## config.mk

```make
export PLATFORM = sky130hd
export DESIGN_NAME = nmi2apb_bridge
export DESIGN_NICKNAME = d
export VERILOG_FILES = /design/src/rtl/nmi2apb_bridge.sv
export SDC_FILE = /design/constraint.sdc
export NUM_CORES = 1
export LEC_CHECK = 0
export BUFFER_PORTS_ARGS = -buffer_cell sky130_fd_sc_hd__buf_2
export CAP_MARGIN = 20
export CORE_MARGIN = 2
export CORE_UTILIZATION = 45
export DETAILED_ROUTE_END_ITERATION = 7
export PLACE_DENSITY = 0.74
export SYNTH_ARGS = -nofsm -noshare
export SYNTH_HDL_FRONTEND = slang
export SYNTH_SLANG_ARGS = --single-unit
```

## constraint.sdc

```tcl
create_clock -name clk_i -period 2.55 [get_ports clk_i]
set_input_delay 0.51 -clock clk_i [delete_from_list [all_inputs] [get_ports clk_i]]
set_output_delay 0.51 -clock clk_i [all_outputs]
set_load 0.01 [all_outputs]
```

## src/rtl/nmi2apb_bridge.sv

```systemverilog
// nmi2apb_bridge: single-outstanding NMI-to-APB bridge with sticky error capture.
// Define NMI2APB_TIMEOUT_EN to force completion after TMO_CYC ACCESS cycles without pready_i.
module nmi2apb_bridge #(
    parameter int unsigned APB_AW  = 16,
    parameter int unsigned TMO_CYC = 255
) (
    input  logic              clk_i,
    input  logic              rst_i,
    input  logic              nmi_valid_i,
    input  logic [31:0]       nmi_addr_i,
    input  logic [31:0]       nmi_wdata_i,
    input  logic [3:0]        nmi_wstrb_i,
    output logic              nmi_ready_o,
    output logic [31:0]       nmi_rdata_o,
    output logic              psel_o,
    output logic              penable_o,
    output logic              pwrite_o,
    output logic [APB_AW-1:0] paddr_o,
    output logic [31:0]       pwdata_o,
    output logic [3:0]        pstrb_o,
    input  logic [31:0]       prdata_i,
    input  logic              pready_i,
    input  logic              pslverr_i,
    output logic              err_o,
    output logic [31:0]       err_addr_o,
    input  logic              err_clr_i
);
    localparam int unsigned DW = 32;
    localparam int unsigned CW = 16;
    localparam logic [DW-1:0] TMO_DATA = 32'hDEAD_BEEF;

    typedef enum logic [1:0] {
        IDLE   = 2'd0,
        SETUP  = 2'd1,
        ACCESS = 2'd2,
        DONE   = 2'd3
    } state_t;

    state_t        state_q;
    state_t        state_d;
    logic [DW-1:0] addr_q;
    logic          capture;
    logic          err_evt;
    logic          tmo_hit;
    logic [DW-1:0] rdata_d;
    logic          psel_d;
    logic          penable_d;
    logic          ready_d;

    assign paddr_o = addr_q[APB_AW-1:0];

`ifdef NMI2APB_TIMEOUT_EN
    logic [CW-1:0] tmo_cnt_q;

    // Counts ACCESS cycles; zero on every ACCESS entry, fires on the TMO_CYC-th cycle.
    always_ff @(posedge clk_i) begin
        if (rst_i) begin
            tmo_cnt_q <= '0;
        end else if (state_q != ACCESS) begin
            tmo_cnt_q <= '0;
        end else begin
            tmo_cnt_q <= tmo_cnt_q + CW'(1);
        end
    end

    assign tmo_hit = (state_q == ACCESS) && (tmo_cnt_q == CW'(TMO_CYC - 1));
`else
    logic unused_tmo;
    assign unused_tmo = ^TMO_CYC;
    assign tmo_hit    = 1'b0;
`endif

    // Next state plus the next value of every registered output.
    always_comb begin
        state_d = state_q;
        capture = 1'b0;
        err_evt = 1'b0;
        rdata_d = '0;
        case (state_q)
            IDLE: begin
                if (nmi_valid_i) begin
                    state_d = SETUP;
                    capture = 1'b1;
                end
            end
            SETUP: begin
                state_d = ACCESS;
            end
            ACCESS: begin
                // A completer response on the timeout cycle still counts as a normal finish.
                if (pready_i) begin
                    state_d = DONE;
                    err_evt = pslverr_i;
                    rdata_d = (pslverr_i || pwrite_o) ? '0 : prdata_i;
                end else if (tmo_hit) begin
                    state_d = DONE;
                    err_evt = 1'b1;
                    rdata_d = pwrite_o ? '0 : TMO_DATA;
                end
            end
            DONE: begin
                state_d = IDLE;
            end
            default: begin
                state_d = IDLE;
            end
        endcase
        psel_d    = (state_d == SETUP) || (state_d == ACCESS);
        penable_d = (state_d == ACCESS);
        ready_d   = (state_d == DONE);
    end

    // State register and registered outputs.
    always_ff @(posedge clk_i) begin
        if (rst_i) begin
            state_q     <= IDLE;
            addr_q      <= '0;
            pwdata_o    <= '0;
            pstrb_o     <= '0;
            pwrite_o    <= 1'b0;
            psel_o      <= 1'b0;
            penable_o   <= 1'b0;
            nmi_ready_o <= 1'b0;
            nmi_rdata_o <= '0;
            err_o       <= 1'b0;
            err_addr_o  <= '0;
        end else begin
            state_q     <= state_d;
            psel_o      <= psel_d;
            penable_o   <= penable_d;
            nmi_ready_o <= ready_d;
            nmi_rdata_o <= rdata_d;
            if (capture) begin
                addr_q   <= nmi_addr_i;
                pwdata_o <= nmi_wdata_i;
                pstrb_o  <= nmi_wstrb_i;
                pwrite_o <= |nmi_wstrb_i;
            end
            // Clear beats a coincident error; only the first error's address is kept.
            if (err_clr_i) begin
                err_o      <= 1'b0;
                err_addr_o <= '0;
            end else if (err_evt && !err_o) begin
                err_o      <= 1'b1;
                err_addr_o <= addr_q;
            end
        end
    end

endmodule

```

== Yosys cells after proc, flatten, opt, wreduce, memory -nomap -nowiden ==
Cells that the tools add are included.

* Equality and inequality tests: 6
* Muxes and demuxes: 7
* Bitwise logic cells: 2
* Reduce and logical (&&, ||, !) cells: 8

{| class="wikitable"
|+ Operators with widths
! operator !! number
|-
| $eq A2 B2 Y1 const B || 4
|-
| $pmux W2 S4 || 1
|-
| $reduce_or A4 Y1 || 2
|-
| $eq A2 B1 Y1 const B || 2
|-
| $mux W1 || 4
|-
| $mux W2 || 2
|-
| $logic_not A2 Y1 || 1
|-
| $logic_or A1 B1 Y1 || 2
|-
| $not A1 Y1 || 2
|-
| $reduce_or A2 Y1 || 1
|-
| $logic_and A1 B1 Y1 || 1
|-
| $logic_not A1 Y1 || 1
|}

* Bits in registers: 139
* Output and inout port bits: 121

== Depth between registers and ports, before layout ==
Gate-level depths: netlist of the first run.

* Word-level depth: 4
* Mapped depth: 6
* Depth with buffers taken out: 6

== Worst setup path before layout of the first run ==
No wires, ideal clock.

* Kind: register to register
* Start point: reg state_q[0]
* End point: reg err_addr_o[10]
* Data arrival time: 1.396 ns
* Data required time: 2.429 ns
* Slack: 1.033 ns
* Cell stages (with the launch flop): 7
* Buffers on the path: 2
* Period minus slack after synthesis: 1.517 ns
* Path through: dfxtp_1 > inv_1 > ha_1 > and4b_1 > buf_6 > buf_12 > mux2_4

* Cells in the longest elaborated chain, start to end: 3

{| class="wikitable"
|+ Ends and longest elaborated chain
! what !! RTL line !! text
|-
| from (decl) || 39 || <nowiki>state_t state_q;</nowiki>
|-
| from (signal assigned) || 128 || <nowiki>state_q <= state_d;</nowiki>
|-
| $eq A2 B2 Y1 || 79 || <nowiki>case (state_q)</nowiki>
|-
| $mux W1 || 79 ||
|-
| $logic_and A1 B1 Y1 || 143 || <nowiki>end else if (err_evt && !err_o) begin</nowiki>
|-
| to (signal assigned) || 145 || <nowiki>err_addr_o <= addr_q;</nowiki>
|-
| to (decl) || 25 || <nowiki>output logic [31:0] err_addr_o,</nowiki>
|}

No other way between the ends.
A chain may end at the register's enable or synchronous reset.

== Worst setup path after layout of the first run ==
* Start point: reg state_q[0]
* End point: reg err_addr_o[9]

Same word-level chain as after synthesis.

==> results of run 1 <==
-- cell usage after synthesis, types with 2 or more instances --
cell type and instances:
mux2_2 4, nand3_1 68, dfxtp_1 139, nor2_1 2, clkbuf_1 21, a21bo_2 68
buf_12 3, inv_1 3, ha_1 4, mux2_4 29, o221a_2 2, nor2b_1 2
nor3b_1 96, a21oi_1 69, buf_2 36, buf_4 18
-- cell type report --
cell class / instances / area, µm²
multi-input combinational: 350 / 2720
inverter: 3 / 11.3
clock inverter: 11 / 191
timing repair buffer: 237 / 1280
sequential: 139 / 2780
fill: 1135 / 5410
antenna: 2 / 5.00
tap: 176 / 220
clock buffer: 21 / 460
-- report_power, final --
| part | total [µW] | switching (µW) | internal (µW) | leakage [µW] |
|---|---|---|---|---|
| clock | 2690 | 906 | 1790 | 0.000309 |
| combinational | 1910 | 1100 | 816 | 0.00194 |
| sequential | 2560 | 121 | 2440 | 0.00113 |
| total | 7170 | 2120 | 5040 | 0.00338 |
-- worst max-delay path: stages, from the launching register on --
cell and delay (ps):
dfxtp_1 340, inv_1 160, ha_1 260, and4b_2 430
buf_4 250, mux2_4 310
-- through the flow --
stage / setup slack (ps) / area, µm² / total power, µW
2_1_floorplan: 1030 / 5970 / 4050
3_3_place_gp: 778 / 7020 / 4470
3_5_place_dp: 692 / 7020 / 4550
4_1_cts: 690 / 7670 / 7260
5_1_grt: 611 / 7670 / 7560
6_report: 683 / 7680 / 7170
-- sequential cells by signal, indices dropped and copies added, names as in the netlist --
name / cells
penable_o: 1
pwdata_o: 32
pstrb_o: 4
psel_o: 1
err_addr_o: 32
nmi_ready_o: 1
pwrite_o: 1
addr_q: 32
err_o: 1
nmi_rdata_o: 32
state_q: 2
-- how the worst max path moves through the flow --
stage	startpoint	endpoint	slack, ps
2_1_floorplan	state_q[0]	err_addr_o[10]	1030
3_3_place_gp	state_q[0]	err_addr_o[26]	780
3_5_place_dp	state_q[0]	err_addr_o[9]	690
4_1_cts	state_q[0]	err_addr_o[9]	690
5_1_grt	state_q[0]	err_addr_o[7]	610
6_report	state_q[0]	err_addr_o[9]	680
-- cells in the final DEF, fill, tap and decap left out, types with 3 or more instances in the layout --
| cell type | count |
|---|---|
| buf_4 | 8 |
| dfxtp_1 | 139 |
| mux2_4 | 29 |
| nor3b_1 | 96 |
| mux2_2 | 4 |
| a21bo_2 | 68 |
| inv_1 | 3 |
| a21oi_1 | 69 |
| ha_1 | 3 |
| bufinv_16 | 5 |
| clkbuf_16 | 17 |
| clkinvlp_4 | 3 |
| buf_12 | 5 |
| nand3_1 | 68 |
| buf_2 | 224 |
-- cell families (layout without fill, tap and decap cells) --
group / after synthesis / after routing
muxes: 33 / 33
adders and majority gates: 4 / 4
and+or+nand+nor: 171 / 171
buffers and inverters: 83 / 272
DFF: 139 / 139
AOI/OAI and AO/OA: 142 / 142
other: 0 / 2
-- metal layers --
layer	share of wire (%)	routed length (µm)	global-route usage, %
met5	0	0	0
met1	43	6010	23.9
met2	49	6850	31.1
met4	1.3	184	6.77
met3	6.4	895	6.90
==> reports/results.txt, run 1 <==
Pins Over Slew Limit = 0
Final WL = 13900 µm
Mapped Avg Cell Area = 10.4 µm²
CTS Hold Bufs = 0
CTS resizes = 0
Num ports = 227
Largest family of logic cells by synthesized area = simple AND/OR/NAND/NOR gates
Crit end category = flop
Buffers added on ports = 226
CTS Buf Count = 17
Post-route DRC = 0
Synth Area in Simple Gates = 18.6%
Ys flop type = dfxtp_1
Clock sinks = 139
Status = complete, no violations
Fin Hold WS = 346 ps
Seq cells post-synth = 139
Pleak = 0.00338 µW
Slew HR = 62.1%
Hold Crit Start = nmi_wdata_i[0]
Area Overhead vs Synth = 28.5%
Worst slew pin tran = 568 ps
Worst-case reg-to-reg path depth = 5
Crit path kind = flop to flop
First-pass GRT wire length = 22100 µm
Nature of the critical path startpoint = flop
GPL Wtd Cong = 0.767
Tightest Hold Check Type = primary input to flop
CTS root buf = clkbuf_16
Syn Nets = 682
Ys async rst share = 0%
Initial DRC count = 339
Initial DRT Pass Iterations = 4
Top cell type's share of synthesized area = 46.6%
Final nets = 858
H-tree depth = 4
Post-DRT Antenna Nets = 0
Worst R2R End = err_addr_o[9]
Post-synthesis instance area = 0.00597 mm²
Overall global routing resource usage = 19.3%
Chip width = 119 µm
Routed vias/inst = 5.09
Xor-xnor portion of the synthesized cell area = 0%
Adder-cell share of the synthesized area = 0.838%
Wire per inst = 14.8 µm
RSZ-0062 raised after global routing = false
Non-filler cells, final = 939
Pwr dens = 934 mW/mm²
Setup violators final = 0
Post-CTS Setup Inserts = 0
Fin util = 58.7%
Crit path max fanout = 9
Vias in the first global route = 4553
Synth area leader = dfxtp_1
Crit path required time = 2850 ps
Initial Utilization = 45.6%
Core Region = 0.0131 mm²
Max-Cap Viols = 0
Mux cell area share after synthesis = 8.04%
Largest net degree at the start of global routing = 139
HPWL after detailed placement = 9520 µm
Endpoint of the worst hold-timing path = pwdata_o[0]
Ys Warns = 0
Worst hold stages = 3
GRT Residual Overflow = 0
Placed cell count = 905
Worst-case clock buffer depth = 2
Die area = 0.0142 mm²
Netlist cell types = 24
EDFF count, synth = 0
Setup TNS = 0 ps
Sequential area share after synthesis = 46.6%
DIE HEIGHT = 119 µm
Share of post-route cells with drive strength above 1 = 48.9%
Tcrit/Tclk final = 73.2%
CTS tree = built
Cells after synthesis = 572
Initial antenna violation count = 2
Worst-skew pair later-pin latency = 410 ps
Hold Vio Cnt, Final = 0
DR vias = 4776
Clock Skew = 6.78 ps
Fmax = 0.536 GHz
Worst vdd ir = 622 µV
Synth top area cells = dfxtp_1 47%, nor3b_1 12%, a21bo_2 11%, mux2_4 7.3%, a21oi_1 5.8%
RR Startpoint = state_q[0]
CTS clk-pin slew, worst paths = 60 ps
Setup slack, reg-to-reg = 680 ps
FP Rows = 42
Complex-gate fraction of the synthesized area = 17.9%
Min Tclk post-route = 1870 ps
WP data arrival = 2170 ps
Note: power is estimated with default switching activity, not from simulation.
==> run 2: changes to the inputs <==
CORE_UTILIZATION = 44   (was 45)
PLACE_DENSITY = 0.76   (was 0.74)
clock period = 1.58 ns   (was 2.55 ns; I/O delays follow)
==> run 2 against run 1 <==
Compared with the run above: power increased by 63%; maximum frequency up 22%; count of clock-buffer cells in the layout decreased by 3; sequential power increased by 62%; non-clock buffer count increased by 6; via count increased by 1.1%; worst hold slack got worse by 230 ps; largest power group unchanged.
==> reports/results.txt, run 2 (synthesized netlist as in run 1, its figures left out) <==
Status = complete, no violations
H-tree depth = 4 (unchanged)
Vias in the first global route = 4563 (+0.22%)
Crit path kind = flop to flop
Hold Vio Cnt, Final = 0 (unchanged)
Final WL = 13900 µm (-0.27%)
Crit path largest cell delay = 340 ps (-90 ps)
Nature of the critical path startpoint = flop
Initial DRC count = 274 (-19%)
Chip width = 121 µm (+1.1%)
Pleak = 0.00341 µW (+0.95%)
Pins Over Slew Limit = 0 (unchanged)
CTS clk-pin slew, worst paths = 60 ps (about the same)
Max-Cap Viols = 0 (unchanged)
Crit path max fanout = 19 (+10)
Initial DRT Pass Iterations = 6 (+2)
Fin Hold WS = 118 ps (-228 ps)
Crit path required time = 1880 ps (-970 ps)
Pwr dens = 1500 mW/mm² (+61%)
Worst-skew pair later-pin latency = 420 ps (about the same)
Die area = 0.0145 mm² (+2.2%)
DR vias = 4828 (+1.1%)
Setup TNS = 0 ps (unchanged)
Initial antenna violation count = 0 (-2)
Crit end category = flop
Clock Skew = 5.89 ps (-0.893 ps)
First-pass GRT wire length = 21700 µm (-1.9%)
Buffers added on ports = 226 (unchanged)
Slowest stage cell, crit path = dfxtp_2
GPL Wtd Cong = 0.718 (-6.3%)
Clock sinks = 139 (unchanged)
HPWL after detailed placement = 9500 µm (-0.26%)
Share of post-route cells with drive strength above 1 = 50.2% (+1.3 points)
Post-CTS Setup Inserts = 0 (unchanged)
Final worst slack = 51.8 ps (-631 ps)
Num ports = 227 (unchanged)
Wire per inst = 14.7 µm (-0.69%)
Non-filler cells, final = 943 (+0.43%)
Worst slew pin tran = 394 ps (-174 ps)
DIE HEIGHT = 121 µm (+1.1%)
Tcrit/Tclk final = 96.7% (+24 points)
WP data arrival = 1830 ps (-340 ps)
Setup violators final = 0 (unchanged)
Diode count = 0 (-2)
CTS Buf Count = 17 (unchanged)
Initial Utilization = 45.1% (-0.54 points)
Tightest Hold Check Type = primary input to flop
Commonest non-fill, non-tap cell in the layout = buf_2
Largest net degree at the start of global routing = 66 (-53%)
Slew HR = 73.7% (+12 points)
Routed vias/inst = 5.12 (+0.66%)
Most frequent cells in the layout = 224 x buf_2, 138 x dfxtp_1, 96 x nor3b_1
Fin util = 58.5% (-0.13 points)
Area Overhead vs Synth = 29.8%
GRT Residual Overflow = 0 (unchanged)
CTS root buf = clkbuf_16
Final nets = 864 (+0.70%)
Fmax = 0.654 GHz (+22%)
FP Rows = 42 (unchanged)
DP Worst Slack = -0.481 ps (-693 ps)
Core Region = 0.0132 mm² (+1.2%)
Worst-case clock buffer depth = 2 (unchanged)
Post-DRT Antenna Nets = 0 (unchanged)
Placed cell count = 911 (+0.66%)
Worst vdd ir = 1080 µV (+74%)
Crit path cell chain = inv_2 -> ha_1 -> and4b_2 -> buf_12 -> mux2_4
Overall global routing resource usage = 18.6% (-0.72 points)
Post-route DRC = 0 (unchanged)
Min Tclk post-route = 1530 ps (-339 ps)
CTS tree = built
## run 2: cell types whose count changed in the layout (fill, tap and decap cells not counted), sizes merged
cell / previous run / this run
buf: 237 / 243
clkbuf: 21 / 18
clkinv: 3 / 5
diode: 2 / 0
bufinv: 5 / 4
clkinvlp: 3 / 4
inv: 3 / 4
## run 2: per-stage QoR
stage / instance area [µm²] / power (µW)
after floorplan: 5970 / 6540
after global placement: 7110 / 7390
after detailed placement: 7110 / 7520
after CTS: 7740 / 11700
after global routing: 7750 / 12300
final: 7750 / 11700
## run 2: worst paths after layout
path | start | endpoint | slack [ps] | cells past startpoint
worst min register to register | err_o | err_o | 510 | 1
worst min-delay path | rst_i | addr_q[15] | 120 | 2
worst max register to register | state_q[0] | err_addr_o[21] | 50 | 5
worst max-delay path | state_q[0] | err_addr_o[21] | 50 | 5
## run 2: metal layers
metal / vias to the layer above / track usage (%) / wire length [µm]
met1: 2268 / 22.0 / 5880
met2: 164 / 31.9 / 6930
met3: 22 / 5.28 / 873
met4: 0 / 7.12 / 222
met5: - / 0 / 0
li1: 2374 / - / -
## run 2: what timing repair did
action	in CTS	in global routing
setup endpoints to repair	3	25
hold buffers	0	0
pin swaps	0	1
resized for setup	1	5
## run 2: power by group
part | switching (µW) | total, µW | internal (µW)
logic | 1800 | 3320 | 1520
clock network | 1540 | 4180 | 2640
registers | 211 | 4160 | 3950
## run 2: layout make-up
class                   count  area [µm²]
clock buffers              18         429
clock inverters            14         195
fillers                  1164        5490
inverters                   3        11.3
multi-input cells         350        2740
flip-flops and latches    139        2780
well taps                 176         220
repair buffers            243        1380
## run 2: worst max-delay path, delay by kind of cell, from the launching register on
family / cells / cell delay [ps]
flip-flops: 1 / 340
AND/OR/NAND/NOR: 1 / 300
buffers and inverters: 2 / 290
adder cells (fa/ha/maj): 1 / 160
multiplexers: 1 / 320
==> run 3: changes to the inputs <==
CORE_UTILIZATION = 30   (was 44)
PLACE_DENSITY = default   (was 0.76)
==> run 3 against run 2 <==
Compared with the run above: register-to-register slack hardly changed; largest power group is now registers; first-iteration DRC count fell by 25%; maximum frequency rose by 0.75%; wire length grew 7.7%; via count down 2.6%; largest cell class unchanged; combinational power is 5% higher; sequential power barely moved; cell count rose by 9.9%; setup slack gained 11 ps; sequential share of layout area down 0.47 points; clock skew about the same.
==> reports/results.txt, run 3 (synthesized netlist as in run 1, its figures left out) <==
Status = complete, no violations
Final worst slack = 63.1 ps (+11.3 ps)
Min Tclk post-route = 1520 ps (-11.3 ps)
GRT Residual Overflow = 0 (unchanged)
Tcrit/Tclk final = 96.0% (-0.72 points)
Crit-path leading delay family = flip-flops
Pins Over Slew Limit = 0 (unchanged)
DP Worst Slack = 14.8 ps (+15.3 ps)
Crit path required time = 1880 ps (about the same)
Setup slack, reg-to-reg = 60 ps (about the same)
Setup violators final = 0 (unchanged)
Int Pwr = 7870 µW (-2.9%)
Clk pwr share = 33.8% (-2.1 points)
Post-CTS Setup Inserts = 0 (unchanged)
DIE HEIGHT = 145 µm (+20%)
Met3 WL post-DR = 1190 µm (+36%)
Overall global routing resource usage = 14.1% (-4.5 points)
WP data arrival = 1820 ps (about the same)
Crit path largest cell delay = 340 ps (about the same)
Crit path max fanout = 7 (-12)
Chip width = 145 µm (+20%)
Power share of the combinational group = 30.3% (+1.8 points)
WL met1 = 6850 µm (+17%)
Final nets = 867 (+0.35%)
Share of post-route cells with drive strength above 1 = 50.4% (+0.19 points)
Switching part of the total = 31.7% (+1.2 points)
Num ports = 227 (unchanged)
CTS root buf = clkbuf_16
Crit path kind = flop to flop
HPWL after detailed placement = 10100 µm (+5.8%)
Total power = 11500 µW (-1.2%)
Slew HR = 72.5% (-1.2 points)
NetSw = 3650 µW (+2.8%)
Slowest stage cell, crit path = dfxtp_2
Wire per inst = 14.4 µm (-2.0%)
Worst-case clock buffer depth = 2 (unchanged)
Clock Skew = 6.23 ps (+0.342 ps)
Worst-skew pair later-pin latency = 420 ps (about the same)
Core Region = 0.0195 mm² (+47%)
H-tree depth = 4 (unchanged)
CTS Hold Bufs = 0 (unchanged)
RSZ-0062 raised after global routing = false
WL met2 = 6710 µm (-3.1%)
Area Overhead vs Synth = 31.5%
Initial antenna violation count = 3 (+3)
Commonest non-fill, non-tap cell in the layout = buf_2
CTS resizes = 1 (unchanged)
Post-route DRC = 0 (unchanged)
Pwr dens = 1470 mW/mm² (-2.5%)
Final WL = 15000 µm (+7.7%)
Initial DRC count = 206 (-25%)
Share of power burned in registers = 35.9% (+0.3 points)
Setup TNS = 0 ps (unchanged)
Vias in the first global route = 4480 (-1.8%)
Largest net degree at the start of global routing = 66 (unchanged)
Die area = 0.0211 mm² (+45%)
Crit path cell chain = inv_2 -> ha_1 -> and4b_2 -> buf_4 -> mux2_2
Worst vdd ir = 755 µV (-30%)
Pleak = 0.00342 µW (about the same)
First-pass GRT wire length = 24000 µm (+11%)
CTS Buf Count = 17 (unchanged)
Worst slew pin tran = 412 ps (+18.2 ps)
Tightest Hold Check Type = primary input to flop
Clock sinks = 139 (unchanged)
Post-DRT Antenna Nets = 0 (unchanged)
FP Rows = 51 (+21%)
CTS tree = built
Initial DRT Pass Iterations = 4 (-2)
Crit path buf inv count = 2 (unchanged)
Initial Utilization = 30.6% (-15 points)
GPL Wtd Cong = 0.712 (-0.88%)
Buffers added on ports = 226 (unchanged)
Fmax = 0.659 GHz (+0.75%)
CTS clk-pin slew, worst paths = 60 ps (about the same)
Routed vias/inst = 4.54 (-11%)
Top layer in use = met5
Max-Cap Viols = 0 (unchanged)
Most frequent cells in the layout = 224 x buf_2, 138 x dfxtp_1, 96 x nor3b_1
Crit end category = flop
DR vias = 4704 (-2.6%)
Hold Vio Cnt, Final = 0 (unchanged)
Nature of the critical path startpoint = flop
==> run 3: metal layers <==
metal,vias to the layer above,track usage (%)
met5,-,0
met4,4,5.00
met1,2148,18.0
met3,18,5.97
li1,2383,-
met2,151,21.5
==> run 3: worst paths after layout <==
path / to / cells after the start / start
worst max-delay path: err_addr_o[0] / 5 / state_q[0]
worst min-delay path: pwdata_o[4] / 3 / nmi_wdata_i[4]
worst max register to register: err_addr_o[0] / 5 / state_q[0]
worst min register to register: err_o / 1 / err_o
==> run 3: area by class of cell <==
class,count,area [µm²]
Multi-Input combinational cell,350,2740
Fill cell,1997,11700
Clock buffer,21,470
Sequential cell,139,2780
Timing Repair Buffer,246,1410
Antenna cell,1,2.50
Inverter,3,11.3
Clock inverter,11,109
Tap cell,265,332
==> run 3: stage by stage <==
step	area, µm²	instances	hold slack (ps)	utilization, %
finish	7860	1036	142	40.2
global route	7860	1036	126	40.2
CTS	7850	1035	124	40.2
detailed placement	7260	1003	488	37.2
global placement	7260	1003	482	37.2
floorplan	5970	572	463	-
==> run 3: power by group through the flow <==
stage | logic, µW | registers, µW | clock network, µW
2_1_floorplan | 2250 | 4290 | 0
3_3_place_gp | 3500 | 4190 | 0
3_5_place_dp | 3520 | 4210 | 0
4_1_cts | 3550 | 4140 | 4040
5_1_grt | 3880 | 4200 | 4220
6_report | 3490 | 4140 | 3900
==> run 3: worst min-delay path, stage by stage <==
cell and delay [ps]:
buf_2 90, nand3_1 50, a21oi_1 50
